`config.mk`:
```
export PLATFORM = sky130hd
export DESIGN_NAME = unified_mem_arbiter
export DESIGN_NICKNAME = d
export VERILOG_FILES = /design/src/rtl/unified_mem_arbiter.sv
export SDC_FILE = /design/constraint.sdc
export NUM_CORES = 1
export LEC_CHECK = 0
export BUFFER_PORTS_ARGS = -buffer_cell sky130_fd_sc_hd__buf_2
export CAP_MARGIN = 15
export CORE_AREA = 2 2 79 100
export CTS_CLUSTER_DIAMETER = 40
export DETAILED_ROUTE_END_ITERATION = 6
export DIE_AREA = 0 0 81 102
export MAX_ROUTING_LAYER = met4
export PLACE_DENSITY = 0.81
export SYNTH_ARGS = -nofsm -noshare
export SYNTH_HDL_FRONTEND = slang
export SYNTH_SLANG_ARGS = --single-unit
```
`constraint.sdc`:
```
create_clock -name clk -period 4.53 [get_ports clk]
set_clock_uncertainty 0.2 [all_clocks]
set_input_delay 0.453 -clock clk [delete_from_list [all_inputs] [get_ports clk]]
set_output_delay 0.453 -clock clk [all_outputs]
set_load 0.01 [all_outputs]
```
`src/rtl/unified_mem_arbiter.sv`:
```
// Single-port RAM arbiter shared by the fetch and memory pipeline stages.
// Same-cycle grant, tagged read-return pipe and anti-starvation fairness FSM.
module unified_mem_arbiter #(
    parameter int AW         = 10,
    parameter int DW         = 32,
    parameter int RD_LAT     = 1,
    parameter int MAX_STREAK = 3
) (
    input  logic          clk,
    input  logic          rst_n,
    input  logic          if_req,
    input  logic [AW-1:0] if_addr,
    output logic          if_gnt,
    output logic          if_rvalid,
    output logic [DW-1:0] if_rdata,
    input  logic          mem_req,
    input  logic          mem_we,
    input  logic [AW-1:0] mem_addr,
    input  logic [DW-1:0] mem_wdata,
    output logic          mem_gnt,
    output logic          mem_rvalid,
    output logic [DW-1:0] mem_rdata,
    output logic          ram_we,
    output logic [AW-1:0] ram_addr,
    output logic [DW-1:0] ram_wdata,
    input  logic [DW-1:0] ram_rdata,
    output logic          stall_if,
    output logic          stall_mem
);

    // state     | meaning
    // S_MEM_PRI | memory stage wins a conflict (default)
    // S_IF_PRI  | fetch wins a conflict after MAX_STREAK memory grants
    typedef enum logic {
        S_MEM_PRI = 1'b0,
        S_IF_PRI  = 1'b1
    } state_t;

    localparam logic [3:0] STREAK_MAX = 4'(MAX_STREAK);

    state_t              state_q, state_d;
    logic [3:0]          streak_q, streak_d;
    logic [AW-1:0]       addr_q;
    logic [DW-1:0]       if_rdata_q, mem_rdata_q;
    logic [RD_LAT-1:0]   tag_vld_q, tag_mem_q;
    logic                push_vld, push_mem;

    // State register
    always_ff @(posedge clk) begin
        if (!rst_n) begin
            state_q  <= S_MEM_PRI;
            streak_q <= 4'd0;
        end else begin
            state_q  <= state_d;
            streak_q <= streak_d;
        end
    end

    // Next-state logic; the streak compare uses the updated count so that
    // fetch wins the cycle right after the MAX_STREAK-th memory grant.
    always_comb begin
        streak_d = streak_q;
        if (!if_req || if_gnt) begin
            streak_d = 4'd0;
        end else if (mem_gnt && streak_q != 4'hF) begin
            streak_d = streak_q + 4'd1;
        end

        state_d = state_q;
        case (state_q)
            S_MEM_PRI: if (streak_d == STREAK_MAX) state_d = S_IF_PRI;
            S_IF_PRI:  if (if_gnt || !if_req)      state_d = S_MEM_PRI;
            default:                               state_d = S_MEM_PRI;
        endcase
    end

    // Output logic: grants
    always_comb begin
        if_gnt  = 1'b0;
        mem_gnt = 1'b0;
        if (rst_n) begin
            if (if_req && mem_req) begin
                if (state_q == S_IF_PRI) if_gnt  = 1'b1;
                else                     mem_gnt = 1'b1;
            end else begin
                if_gnt  = if_req;
                mem_gnt = mem_req;
            end
        end
    end

    assign stall_if  = rst_n & if_req  & ~if_gnt;
    assign stall_mem = rst_n & mem_req & ~mem_gnt;

    always_comb begin
        ram_addr = addr_q;
        if (!rst_n)       ram_addr = '0;
        else if (if_gnt)  ram_addr = if_addr;
        else if (mem_gnt) ram_addr = mem_addr;
    end

    assign ram_we    = mem_gnt & mem_we;
    assign ram_wdata = rst_n ? mem_wdata : '0;

    assign push_vld = if_gnt | (mem_gnt & ~mem_we);
    assign push_mem = mem_gnt;

    // Tag pipe: one stage per cycle of RAM read latency.
    always_ff @(posedge clk) begin
        if (!rst_n) begin
            tag_vld_q <= '0;
            tag_mem_q <= '0;
        end else begin
            tag_vld_q[0] <= push_vld;
            tag_mem_q[0] <= push_mem;
            for (int i = 1; i < RD_LAT; i++) begin
                tag_vld_q[i] <= tag_vld_q[i-1];
                tag_mem_q[i] <= tag_mem_q[i-1];
            end
        end
    end

    assign if_rvalid  = rst_n & tag_vld_q[RD_LAT-1] & ~tag_mem_q[RD_LAT-1];
    assign mem_rvalid = rst_n & tag_vld_q[RD_LAT-1] &  tag_mem_q[RD_LAT-1];

    assign if_rdata  = !rst_n ? '0 : (if_rvalid  ? ram_rdata : if_rdata_q);
    assign mem_rdata = !rst_n ? '0 : (mem_rvalid ? ram_rdata : mem_rdata_q);

    always_ff @(posedge clk) begin
        if (!rst_n) begin
            addr_q      <= '0;
            if_rdata_q  <= '0;
            mem_rdata_q <= '0;
        end else begin
            if (if_gnt || mem_gnt) addr_q      <= ram_addr;
            if (if_rvalid)         if_rdata_q  <= ram_rdata;
            if (mem_rvalid)        mem_rdata_q <= ram_rdata;
        end
    end

endmodule

```
# Yosys cells after proc, flatten, opt, wreduce, memory -nomap -nowiden
# Index checks and enable logic that the tools add are counted.
[totals]
regBits = 81
output_inout_bits = 113
wordCells = 49
in_bits = 89
[classes]
eq_ne = 2
reduce_logical = 5
mux = 19
bitwise = 15
n_addsub = 1
[ops]
columns = ["op", "n"]
rows = [
  ["$mux 32", 5],
  ["$mux 10", 3],
  ["$and 1x1->1", 9],
  ["$mux 1", 8],
  ["$mux 4", 2],
  ["$not 1->1", 5],
  ["$add 4x1->4 const B", 1],
  ["$eq 4x2->1 const B", 1],
  ["$ne 4x4->1 const B", 1],
  ["$logic_and 1x1->1", 2],
  ["$logic_or 1x1->1", 2],
  ["$pmux 1 s2", 1],
  ["$logic_not 1->1", 1],
  ["$or 1x1->1", 1],
]

# Longest topological paths before layout
[logic_depth]
depth_word = 9
mapped_depth = 5
ltp_nobuf = 4

# Least setup slack after synthesis
# OpenSTA, ideal clock, no wires.
[synth_timing]
kind = "input port to output port"
startpoint = "input port rst_n"
endpoint = "output port if_rdata[23]"
path_stages = 5
setup_slack_ns = 2.541
t_required_ns = 3.877
t_arrival_ns = 1.336
n_path_buf = 3
cell_sequence = "buf_2 > buf_2 > buf_2 > nand2_1 > o21ai_0"
[synth_via]
elab_chain_len = 4
[synth_lines]
columns = ["item", "line_no", "rtl"]
rows = [
  ["start, declared", "10", "input logic rst_n,"],
  ["$and 1x1->1 (2 in a row)", "123", "assign if_rvalid = rst_n & tag_vld_q[RD_LAT-1] & ~tag_mem_q[RD_LAT-1];"],
  ["$mux 32", "--", ""],
  ["$mux 32 *", "--", ""],
  ["end, declared", "15", "output logic [DW-1:0] if_rdata,"],
]
# Every way passes the cells marked *; elsewhere a longest branch is shown, timed or not.

# Worst setup path after layout
[layout_timing]
startpoint = "input port rst_n"
endpoint = "output port if_rdata[3]"
# The elaborated chain is that of the path after synthesis.

==> run_results.csv <==
group,metric,value,unit
clocking,root_buffer,"clkbuf_8",
critical_path,critPathKind,"in -> out",
sta,finalCritPeriodShare,0.709,
synth,syn_nets,509,
grt,antenna_found_initial,0,
clocking,cts.sinks,81,
power_and_ir_drop,p_leak,2.16,nW
hold_path,holdCritPathClass,"in -> reg",
critical_path,critPathCaptureType,"output pin",
sta,setup_violations,0,
placement,io_buffers,201,
floorplanning,start_util,0.457,
floorplanning,die_area,0.00826,mm^2
placement,placed_area,0.00430,mm^2
critical_path,reg2reg_from,"tag_mem_q",
critical_path,worstPathCellList,"buf_2 > and3b_2 > o21ai_0 > buf_2",
critical_path,cp.required,3.88,ns
routing,dr.first_iter.drc_count,160,
critical_path,crit_top_cell,"buf_2",
sta,holdWs,0.149,ns
run,drv_cap,0,
clocking,cts_buffers,9,
routing,drt_wl_total,9310,um
sta,worst_pin_slew,1.04,ns
sta,period_needed,3.21,ns
final_layout,final_nets,690,
floorplanning,die_w,81,um
power_and_ir_drop,powerDensity,325,mW/mm^2
floorplanning,pin_count,202,
final_layout,area_growth,35.5,%
grt,grt-ovfl-total,0,
synth,ys_ff_latch,81,
clocking,clkLatencyLatePin,0.34,ns
critical_path,regToRegEndpoint,"if_rdata_q[11]",
routing,drc_errors,0,
clocking,cts_htree_levels,3,
sta,grt_setup_unrepaired,"no",
routing,postRouteAntennaNets,0,
hold_path,min_to,"if_rdata_q[8]",
routing,post_drt_wl_per_cell,13.4,um
placement,placed_cells,681,
floorplanning,die_y,102,um
critical_path,crit_slowest_cell,"and3b_2",
grt,grt_max_degree,83,
grt,first_global_vias,3146,
clocking,clock_tree.buffer_depth,2,
critical_path,rr_worst_depth,2,
sta,finalHoldViolCount,0,
final_layout,finish.utilization,0.619,
critical_path,cp_slowest_stage_delay,0.97,ns
sta,slew_headroom,0.310,
clocking,cts_resized,0,
sta,setup_tns,0,ns
hold_path,min_from,"ram_rdata[8]",
final_layout,num_antenna_cells,0,
critical_path,reg2reg_slack,2.56,ns
synth,yosysWarnings,0,
hold_path,min_path_cells,3,
synth,ys_types,31,
placement,place_congestion,0.720,
critical_path,critPathMaxFanout,65,
clocking,cts_tree,"yes",
routing,vias_per_cell,5.03,
synth,netlist_instances,419,
grt,grt_usage,0.223,
floorplanning,coreArea,0.00727,mm^2
routing,vias,3499,
final_layout,drive_gt1_frac,0.363,
synth,synth_area,0.00332,mm^2
placement,dp_hpwl,6760,um
status,outcome,"finished, final reports clean",
clocking,clk_pin_slew,0.08,ns
critical_path,worst_setup_path_start_kind,"primary input",
clocking,ctsHoldBuffers,0,
final_layout,finalInstanceArea,0.00450,mm^2
floorplanning,rows,35,
synth,yosysSeqAreaShare,0.489,
power_and_ir_drop,worst_ir_drop_vdd,0.235,mV
final_layout,stdcell_count,696,
routing,dr.pass1.iters,4,
clocking,postCtsSetupBuffers,0,
grt,grt_pass1_wl,14200,um
sta,final-max-slew-violation-count,0,
critical_path,crit_arrival,2.56,ns
sta,max_freq,311,MHz
synth,syn_area_per_cell,7.92,um^2
==> power breakdown <==
part	switching, mW	total [mW]	leakage (nW)	internal (mW)
sequential	0.00712	0.747	0.659	0.740
clock	0.241	0.521	0.102	0.280
combinational	0.110	0.194	1.40	0.0835
total	0.358	1.46	2.16	1.10
==> final cells by class <==
cell class	instances	area, um^2
timing repair buffer	202	1010
sequential	81	1620
clock inverter	3	40.0
inverter	2	7.51
fill	687	2770
tap	92	115
multi-input combinational	304	1550
clock buffer	12	155
==> critical path, delay by kind of cell <==
kind                   cells  cell delay [ns]
AO/OA/AOI/OAI              1             0.32
buffers and inverters      2             0.77
AND/OR/NAND/NOR            1             0.97
==> cells by family after synthesis <==
family	Yosys count	synth area share
compound gates	105	0.191
fa+ha+maj	1	0.00377
simple gates	198	0.270
flops	81	0.489
buf+inv	34	0.0467
==> cells in the final DEF (no fill, tap or decap), types with 3 or more instances in the layout <==
| cell type | count |
|---|---|
| and3_1 | 3 |
| a21boi_0 | 20 |
| nand2_1 | 131 |
| nand3_1 | 11 |
| a31oi_1 | 3 |
| clkbuf_8 | 11 |
| buf_2 | 201 |
| dfxtp_1 | 81 |
| a32oi_1 | 10 |
| o21ai_0 | 32 |
| and2_1 | 36 |
| o21ai_1 | 33 |
| nor2_1 | 3 |
==> worst max-delay path by stage <==
stage	startpoint	endpoint	slack, ns	depth (start not counted)
2_1_floorplan	rst_n	if_rdata[23]	2.54	5
3_3_place_gp	rst_n	if_rdata[0]	1.37	4
3_5_place_dp	rst_n	if_rdata[0]	1.32	4
4_1_cts	rst_n	if_rdata[11]	1.31	4
5_1_grt	rst_n	if_rdata[0]	1.04	4
6_report	rst_n	if_rdata[3]	1.32	4
==> synthesized netlist by cell type <==
cell / instances / area [um^2]
nor3_1: 2 / 10.0
ha_1: 1 / 12.5
nand2_1: 131 / 492
buf_2: 16 / 80.1
clkbuf_1: 15 / 56.3
and3b_1: 1 / 8.76
nand2_2: 1 / 6.26
a21oi_1: 2 / 10.0
o21ai_1: 33 / 165
nand2b_1: 2 / 12.5
o221a_1: 1 / 11.3
a311oi_1: 1 / 8.76
dfxtp_1: 81 / 1620
nor4b_1: 1 / 8.76
nand4_1: 1 / 6.26
a31oi_1: 3 / 18.8
o21ai_0: 32 / 160
and2_1: 36 / 225
and3_1: 4 / 25.0
inv_1: 2 / 7.51
nor2_1: 3 / 11.3
o31ai_1: 2 / 15.0
a32oi_1: 10 / 87.6
nor2b_1: 1 / 6.26
a21boi_0: 20 / 150
nor4_1: 2 / 12.5
a21o_1: 1 / 7.51
or4_1: 1 / 7.51
nand3_1: 11 / 55.1
nand4b_1: 1 / 8.76
buf_6: 1 / 11.3
==> registers in the layout, summed over array words and instances, names as in the netlist <==
register and count:
mem_rdata_q 32, streak_q 4, addr_q 10, tag_vld_q 1
tag_mem_q 1, if_rdata_q 32, state_q 1
==> layer usage <==
metal	vias up	global-route usage	share of wire	wire length [um]
met1	1589	0.272	0.44	4070
li1	1767	-	-	-
met5	-	-	0	0
met3	14	0.0477	0.069	643
met4	0	0.0874	0.014	131
met2	129	0.360	0.48	4470
==> per-stage QoR <==
step                      total power [mW]  setup WS (ns)
final                                 1.46           1.32
after global routing                  1.53           1.04
after CTS                             1.48           1.31
after detailed placement             0.957           1.32
after global placement               0.952           1.37
after floorplan                      0.862           2.54
Note: power is estimated with default switching activity, not from simulation.
